[config.mk]
export PLATFORM = sky130hd
export DESIGN_NAME = uart_pkt_framer
export DESIGN_NICKNAME = d
export VERILOG_FILES = /design/src/rtl/uart_pkt_framer.sv
export SDC_FILE = /design/constraint.sdc
export NUM_CORES = 1
export LEC_CHECK = 0
export ABC_AREA = 1
export BUFFER_PORTS_ARGS = -buffer_cell sky130_fd_sc_hd__buf_2
export CAP_MARGIN = 20
export CORE_ASPECT_RATIO = 0.9
export CORE_MARGIN = 3
export CORE_UTILIZATION = 51
export DETAILED_ROUTE_END_ITERATION = 16
export GPL_TIMING_DRIVEN = 0
export PLACE_DENSITY = 0.74
export SYNTH_ARGS = -nofsm -noshare
export SYNTH_HDL_FRONTEND = slang
export SYNTH_SLANG_ARGS = --single-unit
[constraint.sdc]
create_clock -name clk -period 1.7 [get_ports clk]
set_input_delay 0.34 -clock clk [delete_from_list [all_inputs] [get_ports clk]]
set_output_delay 0.34 -clock clk [all_outputs]
set_load 0.02 [all_outputs]
[src/rtl/uart_pkt_framer.sv]
// uart_pkt_framer: frames SYNC, LEN, FIFO payload and checksum onto a UART byte interface
module uart_pkt_framer #(
    parameter int                    DATA_WIDTH = 8,
    parameter int                    MAX_LEN    = 16,
    parameter int                    LEN_W      = 8,
    parameter logic [DATA_WIDTH-1:0] SYNC_BYTE  = 8'hA5,
    parameter int                    CHK_MODE   = 0,
    parameter int                    TIMEOUT    = 1024
) (
    input  logic                  clk,
    input  logic                  rst_n,
    input  logic                  start,
    input  logic [LEN_W-1:0]      pkt_len,
    input  logic [DATA_WIDTH-1:0] d_in,
    input  logic                  fifo_empty,
    input  logic                  uart_busy,
    output logic [DATA_WIDTH-1:0] d_out,
    output logic                  tx_start,
    output logic                  rd_en,
    output logic                  fsm_busy,
    output logic                  pkt_done,
    output logic                  pkt_err
);
    localparam int TW = $clog2(TIMEOUT + 1);

    typedef enum logic [2:0] {IDLE, SYNC, LEN, TXW, FETCH, CAPT, CSUM, DONE} state_t;

    state_t                state_q, state_d, ret_q, ret_d;
    logic [LEN_W-1:0]      rem_q, rem_d;
    logic [DATA_WIDTH-1:0] chk_q, chk_d, d_out_q, d_out_d;
    logic [TW-1:0]         tmo_q, tmo_d;
    logic                  tx_start_q, tx_start_d, rd_en_q, rd_en_d, fsm_busy_q, fsm_busy_d;
    logic                  pkt_done_q, pkt_done_d, pkt_err_q, pkt_err_d;

    function automatic logic [DATA_WIDTH-1:0] op(input logic [DATA_WIDTH-1:0] a, input logic [DATA_WIDTH-1:0] b);
        return (CHK_MODE == 1) ? a + b : a ^ b;
    endfunction

    // next-state and next-output logic; tx_start_q high marks the TXW guard cycle
    always_comb begin
        state_d    = state_q;
        ret_d      = ret_q;
        rem_d      = rem_q;
        chk_d      = chk_q;
        d_out_d    = d_out_q;
        tmo_d      = tmo_q;
        tx_start_d = 1'b0;
        rd_en_d    = 1'b0;
        pkt_done_d = 1'b0;
        pkt_err_d  = 1'b0;
        case (state_q)
            IDLE: if (start) begin
                if (pkt_len != '0 && pkt_len <= LEN_W'(MAX_LEN)) begin
                    rem_d   = pkt_len;
                    chk_d   = '0;
                    tmo_d   = '0;
                    state_d = SYNC;
                end else pkt_err_d = 1'b1;
            end
            SYNC: begin
                d_out_d    = SYNC_BYTE;
                tx_start_d = 1'b1;
                ret_d      = LEN;
                state_d    = TXW;
            end
            LEN: begin
                d_out_d    = DATA_WIDTH'(rem_q);
                chk_d      = op(chk_q, DATA_WIDTH'(rem_q));
                tx_start_d = 1'b1;
                ret_d      = FETCH;
                state_d    = TXW;
            end
            TXW: state_d = (!tx_start_q && !uart_busy) ? ret_q : TXW;
            FETCH: if (!fifo_empty) begin
                rd_en_d = 1'b1;
                tmo_d   = '0;
                state_d = CAPT;
            end else if (tmo_q == TW'(TIMEOUT - 1)) begin
                tmo_d     = '0;
                pkt_err_d = 1'b1;
                state_d   = IDLE;
            end else tmo_d = tmo_q + 1'b1;
            CAPT: begin
                d_out_d    = d_in;
                chk_d      = op(chk_q, d_in);
                tx_start_d = 1'b1;
                rem_d      = rem_q - 1'b1;
                ret_d      = (rem_d != '0) ? FETCH : CSUM;
                state_d    = TXW;
            end
            CSUM: begin
                d_out_d    = chk_q;
                tx_start_d = 1'b1;
                ret_d      = DONE;
                state_d    = TXW;
            end
            DONE: begin
                pkt_done_d = 1'b1;
                state_d    = IDLE;
            end
            default: state_d = IDLE;
        endcase
        fsm_busy_d = state_d != IDLE;
    end

    // register state, datapath and every output
    always_ff @(posedge clk or negedge rst_n) begin
        if (!rst_n) begin
            state_q    <= IDLE;
            ret_q      <= IDLE;
            rem_q      <= '0;
            chk_q      <= '0;
            d_out_q    <= '0;
            tmo_q      <= '0;
            tx_start_q <= 1'b0;
            rd_en_q    <= 1'b0;
            fsm_busy_q <= 1'b0;
            pkt_done_q <= 1'b0;
            pkt_err_q  <= 1'b0;
        end else begin
            state_q    <= state_d;
            ret_q      <= ret_d;
            rem_q      <= rem_d;
            chk_q      <= chk_d;
            d_out_q    <= d_out_d;
            tmo_q      <= tmo_d;
            tx_start_q <= tx_start_d;
            rd_en_q    <= rd_en_d;
            fsm_busy_q <= fsm_busy_d;
            pkt_done_q <= pkt_done_d;
            pkt_err_q  <= pkt_err_d;
        end
    end

    assign d_out    = d_out_q;
    assign tx_start = tx_start_q;
    assign rd_en    = rd_en_q;
    assign fsm_busy = fsm_busy_q;
    assign pkt_done = pkt_done_q;
    assign pkt_err  = pkt_err_q;
endmodule

==> metrics.cfg, run 1 <==
[run_status]
outcome = finished clean

[logic_synthesis]
yosys_warnings = 0
syn_nets = 361
syn-cell-area_sq_mm = 0.002604
synth.area.top_cells = dfrtp_1 (44%), nand2_1 (16%), nand3_1 (5.6%)
synthArstFlopShare_pct = 100.0
ys_seq_area_share_pct = 44.21
syn_avg_cell_area_sq_um = 7.726
yosysUniqueCellTypes = 36
synth_seq_cells = 46
synth_enable_flop_cells = 0
synth_ff_type = dfrtp_1
post-synth-top-count-cell = nand2_1
synthTopCellsByCount = nand2_1 (112), dfrtp_1 (46), nand3_1 (29), inv_1 (28), nor2_1 (25)
synthCells = 337
netlist.area_leader.share_pct = 44.21
yosys.area.top_type = dfrtp_1

[detailed_routing]
antenna_left = 0
drt-pass1-iter-count = 4
routed_wl_mm = 5.782
vias = 2319
dr.first_iter.drc_count = 204
wire_per_inst_um = 12.99
drc = 0
viasPerCell = 5.211

[setup_path]
path_cells = buf_6 > nor3_2 > nand4_2 > nand3_1 > nand2_1 > nand2_1 > nand2_1
cp_max_fo = 8
cp.arrival_ps = 1840
critPathLaunchType = flip-flop
crit_type = flip-flop to flip-flop
crit_family = simple AND/OR/NAND/NOR gates
r2r_cells = 7
cp-end-kind = flip-flop
cpMostUsedCell = nand2_1
path_buf_inv = 1
critPathRequiredTime_ps = 1890
critPathLaunch = state_q[1]$_DFF_PN0_
cp_num_cells = 7
slowest_delay_ps = 380
worstReg2RegStart = state_q[1]$_DFF_PN0_
critical_path.slowest_cell = dfrtp_1

[sta]
worst_slack_ps = 54.15
period_minus_slack_ps = 1646
fin_crit_sh_pct = 96.81
tns_ps = 0
hold_ws_ps = 285.9
final_max_slew_viol_count = 0
relSlewSlack_pct = 50.10
rsz0062_at_grt = yes
skew_ps = 6.619
setup_viol = 0
worst_pin_slew_ps = 743.1
fmax_ghz = 0.6076
hold_violations = 0

[finish]
seqCellArea_sq_mm = 0.001151
final_layout_size_suffix_gt1_share_pct = 20.00
multi_input_area_sq_mm = 0.001271
syn_to_final_growth_pct = 14.75
fin_nets = 403
n_fill_cell = 449
insertedDiodeCount = 0

[hold_path]
min_from = start
hold_class = input pin to flip-flop
whs_path_depth = 3

[clock_network]
clock_latency_ps = 300
htree_num_levels = 2
clock_sinks = 46
cts_made_buffers = 5
tritoncts = done
clkTransAtPathRegs_ps = 90
clk_path_buf_depth = 2
cts-root-buf = clkbuf_8

[global_routing]
grt-ovfl-total = 0
grt_pass1_vias = 2073
grt_pass1_wl_mm = 9.508
antenna_found_initial = 0
grtUsageTotal_pct = 20.81
grt_max_degree = 47

[die]
initial_core_util_pct = 53.20
die_h_um = 73.79
ioPinCount = 34
die_x_um = 81.32
dieArea_sq_mm = 0.006000
core_area_sq_mm = 0.004895
rows = 24

[pwr]
powerDensity_mw_per_mm2 = 1590
p_leak_nw = 1.531
ir_worst_vdd_mv = 1.333
p_total_mw = 4.751

[place]
gp_congestion = 0.8227
dp_hpwl_mm = 4.181
post-place-ws_ps = 50.63
io_buffers = 32

[flow_run]
maxCapViolCount = 0

[layer usage]
layer | wire length [um] | share of wire, % | vias to the layer above | GRT usage, %
li1 | - | - | 1173 | -
met2 | 2579 | 45 | 53 | 30.83
met1 | 2813 | 49 | 1089 | 30.39
met4 | 63 | 1.1 | 0 | 6.754
met3 | 326 | 5.6 | 4 | 4.167
met5 | 0 | 0 | - | 0
[registers in the layout, summed over array words and instances, names as in the netlist]
name / count
pkt_done: 1
rem_q: 8
ret_q: 3
chk_q: 8
tx_start: 1
d_out: 8
fsm_busy: 1
pkt_err: 1
rd_en: 1
tmo_q: 11
state_q: 3
[placed cells by master, fill, tap and decap left out, types with 6 or more instances in the layout]
cell type    n
nand4_1      7
dfrtp_1     46
nand3_1     29
o21ai_0     13
nor2_1      23
buf_2       33
clkbuf_8     6
inv_1       27
or2_1        7
nand2_1    111
o21ai_1     10
[stage by stage]
step,utilization (%),std cells,area [sq um]
6_report,61.04,445,2988
4_1_cts,60.07,442,2940
3_5_place_dp,58.13,434,2845
2_1_floorplan,-,337,2604
5_1_grt,61.04,445,2988
3_3_place_gp,58.13,434,2845
[cell families after synthesis]
kind of cell,Yosys count,share of synthesized area [%]
adders and majority gates,3,1.442
buffers and inverters,40,7.352
AOI/OAI and AO/OA,45,10.81
and+or+nand+nor,197,34.17
DFF,46,44.21
xor gates and xnor gates,6,2.018
[final timing paths]
kind	slack [ps]	endpoint
setup / recovery	50	chk_q[4]$_DFFE_PN0P_
hold / removal	290	pkt_err$_DFF_PN0_
setup reg to reg	50	chk_q[4]$_DFFE_PN0P_
max in group asynchronous	700	ret_q[1]$_DFFE_PN0P_
min in group asynchronous	500	pkt_done$_DFF_PN0_
hold reg to reg	490	ret_q[0]$_DFFE_PN0P_
[layout make-up]
type,instances,share of cell area (%)
buffer,7,2.178
clock inverter,2,0.4188
clock buffer,6,2.764
inverter,33,4.229
sequential,46,38.53
tap,65,2.722
timing repair buffer,35,6.616
multi-input combinational,251,42.55
[power breakdown]
part / switching, mW / internal [mW]
Sequential: 0.327 / 1.50
Clock: 0.377 / 0.327
Combinational: 1.41 / 0.817
[worst register-to-register path, delay by kind of cell (launching register included)]
kind	cells	cell delay, ps
AND/OR/NAND/NOR	6	1030
buffers and inverters	1	130
flip-flops	1	380
[what timing repair did]
| item | in CTS | in global routing |
|---|---|---|
| hold buffers | 0 | 1 |
| endpoints found under the hold margin | 0 | 17 |
| setup endpoints to repair | 0 | 33 |
| resized for setup | 0 | 5 |
| buffers inserted | 0 | 1 |
Power figures use the tool's default switching activity.
==> run 2, diff against run 1 <==
CTS_CLUSTER_SIZE = 28   (was not set)
PLACE_DENSITY = not set   (was 0.74)
PLACE_DENSITY_LB_ADDON = 0.3   (was not set)
==> metrics.cfg, run 2 (synthesis gave the netlist of run 1 again) <==
[setup_path]
crit_family = flip-flops  ; was simple AND/OR/NAND/NOR gates
slowest_delay_ps = 500  ; was 380 ps
cp_num_cells = 7  ; unchanged
critPathCapture = tmo_q[9]$_DFFE_PN0P_  ; was chk_q[4]$_DFFE_PN0P_
path_buf_inv = 3  ; was 1
critPathRequiredTime_ps = 1930  ; was 1890 ps
worstReg2RegStart = state_q[0]$_DFF_PN0_  ; was state_q[1]$_DFF_PN0_
cp.arrival_ps = 1810  ; was 1840 ps
critPathLaunchType = flip-flop  ; unchanged
r2r_cells = 7  ; unchanged
reg2reg_slack_ps = 120  ; was 50 ps
cp-end-kind = flip-flop  ; unchanged
critical_path.slowest_cell = dfrtp_1  ; unchanged
path_cells = inv_1 > nand3_2 > inv_2 > nand2_2 > nor2_1 > inv_1 > o21ai_1  ; was buf_6 > nor3_2 > nand4_2 > nand3_1 > nand2_1 > nand2_1 > nand2_1
cp_max_fo = 8  ; unchanged
cpMostUsedCell = inv_1  ; was nand2_1
critPathLaunch = state_q[0]$_DFF_PN0_  ; was state_q[1]$_DFF_PN0_
crit_type = flip-flop to flip-flop  ; unchanged
reg2reg_to = tmo_q[9]$_DFFE_PN0P_  ; was chk_q[4]$_DFFE_PN0P_

[detailed_routing]
dr.first_iter.drc_count = 160  ; was 204
routed_wl_mm = 6.017  ; was 5.782 mm
dr.max_layer_used = met4  ; unchanged
wire_per_inst_um = 13.49  ; was 12.99 um
drc = 0  ; unchanged
antenna_left = 0  ; unchanged
routed-wl-met3_um = 337  ; was 326 um
m1WireLength_mm = 2.824  ; was 2.813 mm
drt-pass1-iter-count = 4  ; unchanged
viasPerCell = 5.265  ; was 5.211
vias = 2348  ; was 2319
wl_met2_mm = 2.802  ; was 2.579 mm

[clock_network]
clock_sinks = 46  ; unchanged
cts-root-buf = clkbuf_8  ; unchanged
clock_latency_ps = 300  ; about the same
tritoncts = done  ; unchanged
clkTransAtPathRegs_ps = 90  ; about the same
clk_path_buf_depth = 2  ; unchanged
htree_num_levels = 2  ; unchanged
cts_made_buffers = 5  ; unchanged

[sta]
tns_ps = 0  ; unchanged
setup_viol = 0  ; unchanged
hold_violations = 0  ; unchanged
period_minus_slack_ps = 1581  ; was 1646 ps
skew_ps = 4.304  ; was 6.619 ps
fin_crit_sh_pct = 93.01  ; was 96.81%
relSlewSlack_pct = 69.82  ; was 50.10%
fmax_ghz = 0.6324  ; was 0.6076 GHz
rsz0062_at_grt = yes  ; unchanged
final_max_slew_viol_count = 0  ; unchanged
worst_pin_slew_ps = 450.5  ; was 743.1 ps

[global_routing]
grt_max_degree = 47  ; unchanged
grtUsageTotal_pct = 21.68  ; was 20.81%
grt_pass1_vias = 2181  ; was 2073
grt-ovfl-total = 0  ; unchanged
grt_pass1_wl_mm = 10.01  ; was 9.508 mm
antenna_found_initial = 0  ; unchanged

[die]
ioPinCount = 34  ; unchanged
rows = 24  ; unchanged
core_area_sq_mm = 0.004895  ; unchanged
dieArea_sq_mm = 0.006000  ; unchanged
die_h_um = 73.79  ; unchanged
initial_core_util_pct = 53.20  ; unchanged
die_x_um = 81.32  ; unchanged

[finish]
regMostFlops = tmo_q  ; unchanged
final_layout_size_suffix_gt1_share_pct = 21.26  ; was 20.00%
mostFrequentLayoutCells = nand2_1 (109), dfrtp_1 (46), buf_2 (33), nand3_1 (29), inv_1 (26)  ; was nand2_1 (111), dfrtp_1 (46), buf_2 (33), nand3_1 (29), inv_1 (27)
design_area_sq_mm = 0.003039  ; was 0.002988 sq mm
final_common_cell = nand2_1  ; unchanged
fin_nets = 404  ; was 403
insertedDiodeCount = 0  ; unchanged
syn_to_final_growth_pct = 16.72  ; was 14.75%
largest_register_ff_count = 11  ; unchanged
n_fill_cell = 450  ; was 449

[flow_run]
maxCapViolCount = 0  ; unchanged

[pwr]
p_leak_nw = 1.553  ; was 1.531 nW
powerDensity_mw_per_mm2 = 1631  ; was 1590 mW/mm^2
ir_worst_vdd_mv = 1.163  ; was 1.333 mV
p_total_mw = 4.958  ; was 4.751 mW

[hold_path]
min_from = d_in[6]  ; was start
whs_path_depth = 3  ; unchanged
hold_class = input pin to flip-flop  ; unchanged

[place]
gp_congestion = 0.8891  ; was 0.8227
place_area_sq_mm = 0.002845  ; unchanged
io_buffers = 32  ; unchanged
dp_hpwl_mm = 4.320  ; was 4.181 mm

[run_status]
outcome = finished clean  ; unchanged

## run 2: cell count changes in the layout (fill, tap and decap cells not counted), sizes merged
cell | before | now
buf | 40 | 41
bufinv | 0 | 1
clkbuf | 7 | 6
clkinvlp | 1 | 0
inv | 33 | 34
## run 2: metrics by stage
step                worst slack (ps)  utilization, %  hold WS, ps  instances
finish                         118.8           62.09        310.7        446
global route                  -20.03           62.09        328.1        446
global placement               68.07           58.13        453.3        434
CTS                            6.586           60.43        256.6        442
floorplan                      296.2               -        44.41        337
detailed placement             15.53           58.13        481.3        434
## run 2: worst min path at each step
stage | endpoint
finish | d_out[6]$_DFFE_PN0P_
global route | d_out[6]$_DFFE_PN0P_
CTS | d_out[4]$_DFFE_PN0P_
detailed placement | rem_q[7]$_DFFE_PN0P_
global placement | ret_q[0]$_DFFE_PN0P_
floorplan | chk_q[0]$_DFFE_PN0P_
## run 2: layer usage
metal	vias to the layer above	global-route usage (%)
met1	1098	31.18
met2	65	34.18
li1	1179	-
met3	6	3.431
met5	-	0
met4	0	5.253
## run 2: tightest hold or removal path: stages
cell       delay [ps]
buf_2              80
nand2_1            60
o2111ai_1          90
## run 2: cell type report
cell class,count,area (sq um),share of cell area (%)
multi-input cells,251,1297,42.69
well taps,65,81.33,2.676
clock inverters,3,43.79,1.441
inverters,33,126.4,4.158
plain buffers,7,65.06,2.141
flip-flops and latches,46,1151,37.88
repair buffers,36,205.2,6.752
clock buffers,5,68.82,2.264
## run 2: what timing repair did
action                                 CTS  global route
setup endpoints to repair                0            26
gates resized for setup                  0            11
hold buffers                             0             1
endpoints found under the hold margin    0            10
buffers inserted                         0             2
## run 2: report_power, final
group | switching [mW] | internal (mW)
clock network | 0.390 | 0.441
registers | 0.346 | 1.50
logic | 1.44 | 0.846
total | 2.17 | 2.78
